File: src/rtl/cache_port_sequencer.sv
`default_nettype none
// ---------------------------------------------------------------------------
// cache_port_sequencer: round-robin sharing of cache channel 1, write-through.
// Revision 1.0
// ---------------------------------------------------------------------------
module cache_port_sequencer #(
  parameter int N               = 2,
  parameter int ADDR_WIDTH      = 8,
  parameter int LINE_WIDTH      = 32,
  parameter int MAX_FILL_CYCLES = 8
) (
  input  logic                    clk_i,
  input  logic                    reset_ni,
  input  logic [N-1:0]            req_valid_i,
  input  logic [N-1:0]            req_write_i,
  input  logic [N*ADDR_WIDTH-1:0] req_addr_i,
  input  logic [N*LINE_WIDTH-1:0] req_wdata_i,
  output logic [N-1:0]            req_ready_o,
  output logic [N-1:0]            resp_valid_o,
  output logic                    resp_hit_o,
  output logic [LINE_WIDTH-1:0]   resp_rdata_o,
  output logic                    busy_o,
  output logic                    err_timeout_o,
  output logic [ADDR_WIDTH-1:0]   cache_addr_o,
  output logic [LINE_WIDTH-1:0]   cache_val_o,
  output logic                    cache_read_o,
  output logic                    cache_write_o,
  input  logic                    cache_hit_i,
  input  logic [LINE_WIDTH-1:0]   cache_out_val_i,
  output logic                    mem_req_o,
  output logic                    mem_we_o,
  output logic [ADDR_WIDTH-1:0]   mem_addr_o,
  output logic [LINE_WIDTH-1:0]   mem_wdata_o,
  input  logic                    mem_ack_i,
  input  logic [LINE_WIDTH-1:0]   mem_rdata_i
);

  localparam int ID_W  = (N > 1) ? $clog2(N) : 1;
  localparam int CNT_W = $clog2(MAX_FILL_CYCLES + 1);

  typedef enum logic [2:0] {
    S_IDLE     = 3'd0,
    S_RD_ISSUE = 3'd1,
    S_RD_CHECK = 3'd2,
    S_MEM_RD   = 3'd3,
    S_MEM_WR   = 3'd4,
    S_FILL     = 3'd5,
    S_RESP     = 3'd6
  } state_e;

  state_e                  state_q, state_d;
  logic [ID_W-1:0]         rr_ptr_q, rr_ptr_d;
  logic [ID_W-1:0]         id_q, id_d;
  logic [ADDR_WIDTH-1:0]   addr_q, addr_d;
  logic [LINE_WIDTH-1:0]   data_q, data_d;
  logic                    write_q, write_d;
  logic                    hit_q, hit_d;
  logic [CNT_W-1:0]        fill_cnt_q, fill_cnt_d;
  logic                    err_q, err_d;

  logic                    grant_found;
  logic [ID_W-1:0]         winner;

  function automatic logic [ID_W-1:0] wrap_add(input logic [ID_W-1:0] base, input int off);
    int s;
    s = int'(base) + off;
    if (s >= N) s = s - N;
    return ID_W'(s);
  endfunction

  // Highest offset first so the requester closest to rr_ptr wins last.
  always_comb begin
    grant_found = 1'b0;
    winner      = rr_ptr_q;
    for (int k = N - 1; k >= 0; k--) begin
      if (req_valid_i[wrap_add(rr_ptr_q, k)]) begin
        grant_found = 1'b1;
        winner      = wrap_add(rr_ptr_q, k);
      end
    end
  end

  always_comb begin
    state_d       = state_q;
    rr_ptr_d      = rr_ptr_q;
    id_d          = id_q;
    addr_d        = addr_q;
    data_d        = data_q;
    write_d       = write_q;
    hit_d         = hit_q;
    fill_cnt_d    = fill_cnt_q;
    err_d         = err_q;
    req_ready_o   = '0;
    resp_valid_o  = '0;
    resp_hit_o    = 1'b0;
    resp_rdata_o  = '0;
    cache_addr_o  = '0;
    cache_val_o   = '0;
    cache_read_o  = 1'b0;
    cache_write_o = 1'b0;
    mem_req_o     = 1'b0;
    mem_we_o      = 1'b0;
    mem_addr_o    = '0;
    mem_wdata_o   = '0;

    case (state_q)
      S_IDLE: begin
        if (grant_found && reset_ni) begin
          req_ready_o[winner] = 1'b1;
          rr_ptr_d   = wrap_add(winner, 1);
          id_d       = winner;
          addr_d     = req_addr_i[winner*ADDR_WIDTH +: ADDR_WIDTH];
          data_d     = req_wdata_i[winner*LINE_WIDTH +: LINE_WIDTH];
          write_d    = req_write_i[winner];
          hit_d      = 1'b0;
          fill_cnt_d = '0;
          state_d    = req_write_i[winner] ? S_MEM_WR : S_RD_ISSUE;
        end
      end

      S_RD_ISSUE: begin
        cache_read_o = 1'b1;
        cache_addr_o = addr_q;
        state_d      = S_RD_CHECK;
      end

      S_RD_CHECK: begin
        if (cache_hit_i) begin
          data_d  = cache_out_val_i;
          hit_d   = 1'b1;
          state_d = S_RESP;
        end else begin
          state_d = S_MEM_RD;
        end
      end

      S_MEM_RD, S_MEM_WR: begin
        mem_req_o   = 1'b1;
        mem_we_o    = (state_q == S_MEM_WR);
        mem_addr_o  = addr_q;
        mem_wdata_o = (state_q == S_MEM_WR) ? data_q : '0;
        if (mem_ack_i) begin
          if (state_q == S_MEM_RD) data_d = mem_rdata_i;
          state_d = S_FILL;
        end
      end

      // The hit seen in the first FILL cycle belongs to the previous cache op.
      S_FILL: begin
        cache_write_o = 1'b1;
        cache_addr_o  = addr_q;
        cache_val_o   = data_q;
        if ((fill_cnt_q != '0) && cache_hit_i) begin
          state_d = S_RESP;
        end else if (fill_cnt_q == CNT_W'(MAX_FILL_CYCLES - 1)) begin
          err_d   = 1'b1;
          state_d = S_RESP;
        end else begin
          fill_cnt_d = fill_cnt_q + CNT_W'(1);
        end
      end

      S_RESP: begin
        resp_valid_o[id_q] = 1'b1;
        resp_hit_o         = hit_q;
        resp_rdata_o       = data_q;
        state_d            = S_IDLE;
      end

      default: state_d = S_IDLE;
    endcase
  end

  always_ff @(posedge clk_i) begin
    if (!reset_ni) begin
      state_q    <= S_IDLE;
      rr_ptr_q   <= '0;
      id_q       <= '0;
      addr_q     <= '0;
      data_q     <= '0;
      write_q    <= 1'b0;
      hit_q      <= 1'b0;
      fill_cnt_q <= '0;
      err_q      <= 1'b0;
    end else begin
      state_q    <= state_d;
      rr_ptr_q   <= rr_ptr_d;
      id_q       <= id_d;
      addr_q     <= addr_d;
      data_q     <= data_d;
      write_q    <= write_d;
      hit_q      <= hit_d;
      fill_cnt_q <= fill_cnt_d;
      err_q      <= err_d;
    end
  end

  assign busy_o        = (state_q != S_IDLE);
  assign err_timeout_o = err_q;

endmodule
`default_nettype wire

File: config.mk
export PLATFORM = sky130hd
export DESIGN_NAME = cache_port_sequencer
export DESIGN_NICKNAME = d
export VERILOG_FILES = /design/src/rtl/cache_port_sequencer.sv
export SDC_FILE = /design/constraint.sdc
export NUM_CORES = 1
export LEC_CHECK = 0
export ABC_CLOCK_PERIOD_IN_PS = 5880
export CAP_MARGIN = 5
export CELL_PAD_IN_SITES_DETAIL_PLACEMENT = 1
export CELL_PAD_IN_SITES_GLOBAL_PLACEMENT = 2
export CORE_MARGIN = 3
export CORE_UTILIZATION = 19
export DETAILED_ROUTE_END_ITERATION = 16
export PLACE_DENSITY = 0.94
export SYNTH_ARGS = -nofsm -noshare
export SYNTH_HDL_FRONTEND = slang
export SYNTH_SLANG_ARGS = --single-unit
File: constraint.sdc
create_clock -name clk_i -period 5.88 [get_ports clk_i]
set_clock_uncertainty 0.15 [all_clocks]
set_input_delay 0.588 -clock clk_i [delete_from_list [all_inputs] [get_ports clk_i]]
set_output_delay 0.588 -clock clk_i [all_outputs]
set_load 0.02 [all_outputs]
==> results.env, run 1 <==
WORSTPATHARRIVAL_PS=3120
POST_SYNTH_NUM_CELL_TYPES=48
SETUP_VIOLATION_TOTAL_IN_THE_FINAL_TIMING_REPORT=0
TOTAL_NEGATIVE_SETUP_SLACK_PS=0
POWER_mW=1.62
YOSYSWARNINGS=0
CLKTRANSATPATHREGS_PS=80
GRT_PASS1_VIAS=4705
POSTLAYOUTCOREUTIL_PCT=35.8
ANTENNA_CELLS=0
MAX_CLOCK_FREQ_MHz=260
SYN-CELL-AREA_MM2=0.00373
WORSTREG2REGEND='data_q[30]'
FLOORPLAN.DIE_AREA_MM2=0.0213
PATH_DELAY_FAMILY='buffers and inverters'
PATH_CLASS='in2out'
CTS_HOLD_BUF=0
SLEW_HEADROOM_PCT=34.0
R2R.WORST_PATH.CELLS=6
POWERDENSITY_mW_PER_MM2=238
INITIAL_UTILIZATION_PCT=19.6
GRT_MAX_DEGREE=50
IO_PINS=275
WORST_PATH_MAX_DELAY_CELL='sky130_fd_sc_hd__clkdlybuf4s50_1'
WORST-PATH-MAX-FANOUT=49
WORST_SETUP_START_KIND='input pin'
CP.DEPTH=5
FINALHOLDVIOLCOUNT=0
YS_DOMINANT_REG_CELL='sky130_fd_sc_hd__dfxtp_1'
POSTCTSSETUPBUFFERS=0
MIN-DELAY-PATH-CLASS='reg2reg'
DP_HPWL_MM=13.7
CTS_INSERTED_BUFFERS=5
GRT_USE_TOTAL_PCT=16.4
SYNTHESIS.AREA_PER_INSTANCE_UM2=7.95
FIRST_PASS_GRT_WIRE_LENGTH_MM=27.6
OVERFLOW=0
REMAINING_ROUTING_DRC_VIOLATIONS=0
DRV_SLEW=0
CRIT_PATH_END_KIND='primary output'
CAP_VIOLATIONS=0
DR_TOTAL_VIAS=4460
FINAL_ESTIMATED_ROUTING_CONGESTION_IN_GLOBAL_PLACEMENT=0.755
ANTENNA_VIOLATING_NETS_LEFT=0
SYNTH_ENABLE_FLOP_CELLS=0
WORST_REG2REG_PATH_STARTPOINT='state_q[0]'
POSTCTSRESIZEDCELLS=0
CORE_REGION_AREA_MM2=0.0190
CRIT_PATH_END='req_ready_o[0]'
CRIT_CHAIN='buf_2 > o21ai_1 > or2_1 > nor2_1 > clkdlybuf4s50_1'
SEQ_CELLS_POST_SYNTH=51
INITIAL_DRC_COUNT=142
WORST-SLEW-PIN-TRANSITION_PS=987
WORST_HOLD_STARTPOINT='hit_q'
LEAKAGE_nW=2.60
WORST_SETUP_PATH_STARTPOINT='reset_ni'
PLACEMENTROWS=50
ANTENNA_FOUND_INITIAL=0
WL_PER_CELL_UM=18.7
FINAL_CYCLE_SHARE_PCT=65.5
DIE_X_UM=146
IO_BUFFERS=274
DIEHEIGHT_UM=146
VDD.IR_DROP.WORST_V=0.0000959
OUTCOME='finished, final reports clean'
VIA_PER_INST=4.58
CLOCK_SINKS=51
FINISH.NET_COUNT=866
REG2REG_SLACK_PS=2820
DETAIL_ROUTE.FIRST_PASS.ITERATIONS=4
CTS_ROOT_BUFFER='sky130_fd_sc_hd__clkbuf_16'
PERIOD_MINUS_SLACK_PS=3850
FINALWORSTSETUPSLACK_PS=2030
TIMING.CRITICAL_PATH.BUF_INV=2
SYNTH_ASYNC_SR_FLOP_SHARE_PCT=0
MAX_STAGE_DELAY_PS=660
PRECTSSETUPSLACK_PS=1990
ROUTED_WIRELENGTH_MM=18.2
CTS_TREE='built'
DRIVE_GT1_SHARE_PCT=4.49
CTS-ROOT-TO-SINK-BUFFERS=2
GRT_SETUP_UNREPAIRED='false'
CLOCK_TREE.HTREE_LEVEL_COUNT=2
SYNTH.NET_COUNT=623
SYN_TO_FINAL_GROWTH_PCT=82.8
CLK-INSERTION-DELAY-LATE_PS=310
CP.REQUIRED_PS=5140
YOSYSSEQAREASHARE_PCT=27.4
SYN-INSTANCE-COUNT=469
[sequential cells by signal (all words and copies together) (netlist names)]
register	flops
data_q	32
addr_q	8
err_timeout_o	1
hit_q	1
fill_cnt_q	4
id_q	1
rr_ptr_q	1
state_q	3
[logic make-up after synthesis]
logic type               after synthesis  synth area share, %
AO/OA/AOI/OAI                        163                 28.6
buffers and inverters                 48                 5.57
multiplexers                          41                 11.0
adder cells (fa/ha/maj)                2                0.671
flip-flops                            51                 27.4
XOR/XNOR                               2                0.470
AND/OR/NAND/NOR                      162                 26.3
[synth_stat cells (2+ instances only)]
cell	n	share of area, %
sky130_fd_sc_hd__and2_1	85	14
sky130_fd_sc_hd__dfxtp_1	51	27
sky130_fd_sc_hd__mux2i_1	40	11
sky130_fd_sc_hd__a21oi_1	37	5.0
sky130_fd_sc_hd__o21ai_0	37	5.0
sky130_fd_sc_hd__and3_1	32	5.4
sky130_fd_sc_hd__o21a_1	32	6.4
sky130_fd_sc_hd__a22oi_1	31	6.2
sky130_fd_sc_hd__clkbuf_1	27	2.7
sky130_fd_sc_hd__buf_2	13	1.7
sky130_fd_sc_hd__nand2_1	10	1.0
sky130_fd_sc_hd__nor2_1	10	1.0
sky130_fd_sc_hd__nand2b_1	6	1.0
sky130_fd_sc_hd__a22o_1	4	0.94
sky130_fd_sc_hd__inv_1	4	0.40
sky130_fd_sc_hd__nand3_1	4	0.54
sky130_fd_sc_hd__o21ai_1	4	0.54
sky130_fd_sc_hd__nor2b_1	3	0.50
sky130_fd_sc_hd__o211a_1	3	0.81
sky130_fd_sc_hd__a21o_1	2	0.40
sky130_fd_sc_hd__a31o_2	2	0.47
sky130_fd_sc_hd__buf_1	2	0.20
sky130_fd_sc_hd__ha_1	2	0.67
sky130_fd_sc_hd__o211ai_1	2	0.40
sky130_fd_sc_hd__o31ai_1	2	0.40
sky130_fd_sc_hd__or3_1	2	0.34
[per-stage QoR]
stage / instances / instance area, um2 / hold WS, ps
detailed placement: 965 / 6670 / 308
global placement: 965 / 6670 / 292
global route: 973 / 6820 / 375
finish: 973 / 6820 / 319
floorplan: 469 / 3730 / 279
CTS: 973 / 6820 / 330
[power by group]
part           internal (mW)  total (mW)  leakage, nW  switching, mW
Sequential             0.429       0.532        0.421          0.103
Clock                  0.160       0.313       0.0664          0.153
Combinational          0.360       0.779         2.12          0.419
Total                  0.949        1.62         2.60          0.675
[cells in the final DEF, fill, tap and decap left out, types with 5 or more instances in the layout]
cell and n:
sky130_fd_sc_hd__nand2b_1 5, sky130_fd_sc_hd__and2_1 85, sky130_fd_sc_hd__o21ai_0 37, sky130_fd_sc_hd__clkdlybuf4s50_1 273, sky130_fd_sc_hd__a22oi_1 31, sky130_fd_sc_hd__dfxtp_1 50
sky130_fd_sc_hd__and3_1 32, sky130_fd_sc_hd__mux2i_1 40, sky130_fd_sc_hd__a21oi_1 37, sky130_fd_sc_hd__o21a_1 32, sky130_fd_sc_hd__buf_4 6, sky130_fd_sc_hd__nand2_1 10
sky130_fd_sc_hd__nor2_1 8, sky130_fd_sc_hd__clkbuf_16 5
[worst min path at each step]
stage	endpoint	cells past startpoint	slack, ps
CTS	hit_q	2	330
detailed placement	hit_q	2	310
global placement	hit_q	2	290
floorplan	hit_q	2	280
global route	hit_q	2	380
finish	hit_q	2	320
[routing by layer]
layer | vias to the layer above | routed length, um | GRT usage (%)
li1 | 2154 | - | -
met1 | 2114 | 7850 | 19.8
met2 | 176 | 8910 | 28.7
met3 | 16 | 1230 | 5.37
met4 | 0 | 244 | 2.96
met5 | - | 0 | 0
[tightest hold or removal path: cells and delay by family (launching register included)]
| family | cells | cell delay, ps |
|---|---|---|
| DFF | 1 | 330 |
| and+or+nand+nor | 1 | 70 |
| AOI/OAI and AO/OA | 1 | 40 |
[layout make-up]
cell class / count / area, um2
multi-input cells: 370 / 2520
inverters: 4 / 15.0
clock inverters: 3 / 23.8
flip-flops and latches: 51 / 1020
well taps: 260 / 325
repair buffers: 280 / 2780
clock buffers: 5 / 125
fillers: 2291 / 12200
(Power assumes the default switching activity.)
==> run 2, diff against run 1 <==
==> config.mk (replaced) <==
export PLATFORM = sky130hd
export DESIGN_NAME = cache_port_sequencer
export DESIGN_NICKNAME = d
export VERILOG_FILES = /design/src/rtl/cache_port_sequencer.sv
export SDC_FILE = /design/constraint.sdc
export NUM_CORES = 1
export LEC_CHECK = 0
export ABC_CLOCK_PERIOD_IN_PS = 3450
export CAP_MARGIN = 5
export CELL_PAD_IN_SITES_DETAIL_PLACEMENT = 1
export CELL_PAD_IN_SITES_GLOBAL_PLACEMENT = 2
export CORE_MARGIN = 3
export CORE_UTILIZATION = 16
export DETAILED_ROUTE_END_ITERATION = 16
export PLACE_DENSITY = 0.85
export SYNTH_ARGS = -nofsm -noshare
export SYNTH_HDL_FRONTEND = slang
export SYNTH_SLANG_ARGS = --single-unit
==> constraint.sdc (replaced) <==
create_clock -name clk_i -period 3.45 [get_ports clk_i]
set_clock_uncertainty 0.15 [all_clocks]
set_input_delay 0.345 -clock clk_i [delete_from_list [all_inputs] [get_ports clk_i]]
set_output_delay 0.345 -clock clk_i [all_outputs]
set_load 0.02 [all_outputs]
==> results.env, run 2 (synthesis results as in run 1) <==
FLOORPLAN.DIE_AREA_MM2=0.0252
PERIOD_MINUS_SLACK_PS=3000
R2R.WORST_PATH.CELLS=5
SEQPWRFRAC_PCT=31.7
CTS-ROOT-TO-SINK-BUFFERS=2
REG2REG_SLACK_PS=780
POWER.SWITCHING_FRACTION_PCT=41.3
FINAL_ESTIMATED_ROUTING_CONGESTION_IN_GLOBAL_PLACEMENT=0.785
POWER_mW=2.80
HOLD_PATH_DEPTH=1
DRIVE_GT1_SHARE_PCT=5.42
WORST-SLEW-PIN-TRANSITION_PS=815
POSTCTSSETUPBUFFERS=0
DRV_SLEW=0
WORST_SETUP_START_KIND='flip-flop'
SYN_TO_FINAL_GROWTH_PCT=86.6
POWER.NET_SWITCHING_mW=1.15
REG.LARGEST.LIST='data_q (32), addr_q (8), fill_cnt_q (4)'
WORST_PATH_MAX_DELAY_CELL='sky130_fd_sc_hd__clkdlybuf4s50_1'
POWER.CLOCK.FRACTION_PCT=17.8
MOSTFREQUENTLAYOUTCELL='sky130_fd_sc_hd__clkdlybuf4s50_1'
COMMONEST_CELLS_AFTER_ROUTING_FILL_AND_TAPS_ASIDE='273 x sky130_fd_sc_hd__clkdlybuf4s50_1, 85 x sky130_fd_sc_hd__and2_1, 50 x sky130_fd_sc_hd__dfxtp_1'
SLEW_HEADROOM_PCT=45.7
CTS_TREE='built'
PLACEMENTROWS=55
CELL_INTERNAL_PWR_mW=1.64
PRECTSSETUPSLACK_PS=620
FINALWORSTSETUPSLACK_PS=446
VDD.IR_DROP.WORST_V=0.000167
POSTCTSRESIZEDCELLS=0
POWERDENSITY_mW_PER_MM2=402
CRIT_PATH_END_KIND='primary output'
OUTCOME='finished, final reports clean'
PATH_CLASS='reg2out'
CORE_REGION_AREA_MM2=0.0228
CRIT_CHAIN='nor2b_1 > a21o_2 > and2_1 > clkdlybuf4s50_1'
MAX_STAGE_DELAY_PS=600
DIEHEIGHT_UM=159
REGMOSTFLOPS='data_q'
OVERFLOW=0
DP_HPWL_MM=14.4
MAX_CLOCK_FREQ_MHz=333
IO_PINS=275
REMAINING_ROUTING_DRC_VIOLATIONS=0
VIA_PER_INST=4.33
MIN-DELAY-PATH-CLASS='reg2reg'
WORST_HOLD_STARTPOINT='err_timeout_o'
CLOCK_SINKS=51
LARGEST_REG_FLOPS=32
FINALHOLDVIOLCOUNT=0
WORST_HOLD_PATH.ENDPOINT='err_timeout_o'
CAP_VIOLATIONS=0
PWR-SHARE-COMB_PCT=50.5
WORSTPATHARRIVAL_PS=2510
FINAL_CYCLE_SHARE_PCT=87.1
GRT_SETUP_UNREPAIRED='false'
GRT_USE_TOTAL_PCT=14.8
DIE_X_UM=159
ANTENNA_FOUND_INITIAL=0
FINISH.NET_COUNT=875
CLKTRANSATPATHREGS_PS=70
ANTENNA_CELLS=0
ROUTED_WIRELENGTH_MM=19.4
CLOCK_TREE.HTREE_LEVEL_COUNT=2
CLK-INSERTION-DELAY-LATE_PS=290
WORST-PATH-MAX-FANOUT=23
WORST_REG2REG_PATH_STARTPOINT='state_q[2]'
SETUP_VIOLATION_TOTAL_IN_THE_FINAL_TIMING_REPORT=0
INITIAL_DRC_COUNT=127
CP.REQUIRED_PS=2950
DR_TOTAL_VIAS=4476
FIRST_PASS_GRT_WIRE_LENGTH_MM=28.6
WL_PER_CELL_UM=18.8
CTS_INSERTED_BUFFERS=5
WORSTREG2REGEND='data_q[30]'
DETAIL_ROUTE.FIRST_PASS.ITERATIONS=4
CTS_HOLD_BUF=0
ANTENNA_VIOLATING_NETS_LEFT=0
TOTAL_NEGATIVE_SETUP_SLACK_PS=0
LEAKAGE_nW=2.65
GRT_MAX_DEGREE=65
CTS_ROOT_BUFFER='sky130_fd_sc_hd__clkbuf_16'
IO_BUFFERS=274
GRT_PASS1_VIAS=4803
INITIAL_UTILIZATION_PCT=16.4
==> run 2: cell count changes in the layout (fill, tap and decap cells not counted) <==
| cell | previous run | this run |
|---|---|---|
| sky130_fd_sc_hd__inv_6 | 1 | 0 |
| sky130_fd_sc_hd__buf_4 | 6 | 13 |
| sky130_fd_sc_hd__a21o_1 | 2 | 1 |
| sky130_fd_sc_hd__clkinvlp_4 | 2 | 0 |
| sky130_fd_sc_hd__buf_12 | 0 | 2 |
| sky130_fd_sc_hd__a21o_2 | 0 | 1 |
| sky130_fd_sc_hd__clkbuf_1 | 0 | 1 |
==> run 2: metal layers <==
metal / track usage (%) / routed length [um]
met4: 2.58 / 181
met5: 0 / 0
met3: 4.73 / 1590
met1: 18.1 / 8240
met2: 25.8 / 9400
==> run 2: worst max-delay path by stage <==
| stage | to | startpoint | cells past startpoint | slack, ps |
|---|---|---|---|---|
| finish | mem_addr_o[3] | state_q[1] | 4 | 450 |
| global route | mem_addr_o[3] | state_q[1] | 4 | 250 |
| CTS | mem_addr_o[3] | state_q[1] | 4 | 390 |
| detailed placement | req_ready_o[0] | req_valid_i[1] | 5 | 620 |
| global placement | req_ready_o[0] | req_valid_i[1] | 5 | 660 |
| floorplan | mem_addr_o[0] | state_q[1] | 5 | 1360 |
==> run 2: worst max-delay path: cells and delay by family (launching register included) <==
| kind | cells | cell delay (ps) |
|---|---|---|
| AND/OR/NAND/NOR | 2 | 500 |
| buffers and inverters | 1 | 600 |
| flip-flops | 1 | 580 |
| AO/OA/AOI/OAI | 1 | 530 |
==> run 2: power groups by stage <==
| stage | Combinational (mW) | Clock [mW] | Sequential [mW] |
|---|---|---|---|
| floorplan | 0.842 | 0 | 0.813 |
| global placement | 1.42 | 0 | 0.895 |
| detailed placement | 1.44 | 0 | 0.902 |
| CTS | 1.45 | 0.533 | 0.890 |
| global route | 1.56 | 0.546 | 0.915 |
| finish | 1.41 | 0.499 | 0.886 |
==> run 2: stage by stage <==
step           utilization, %  cell area, um2  cells  hold WS (ps)
6_report                 30.5            6960   1033           318
4_1_cts                  30.5            6960   1033           321
2_1_floorplan               -            3730    469           279
5_1_grt                  30.5            6960   1033           350
3_5_place_dp             30.0            6830   1027           304
3_3_place_gp             30.0            6830   1027           300
==> run 2: final cells by class <==
| cell class | instances | area, um2 |
|---|---|---|
| Clock buffer | 6 | 129 |
| Fill cell | 2667 | 15800 |
| Inverter | 4 | 15.0 |
| Multi-Input combinational cell | 370 | 2520 |
| Sequential cell | 51 | 1020 |
| Tap cell | 313 | 392 |
| Timing Repair Buffer | 289 | 2880 |
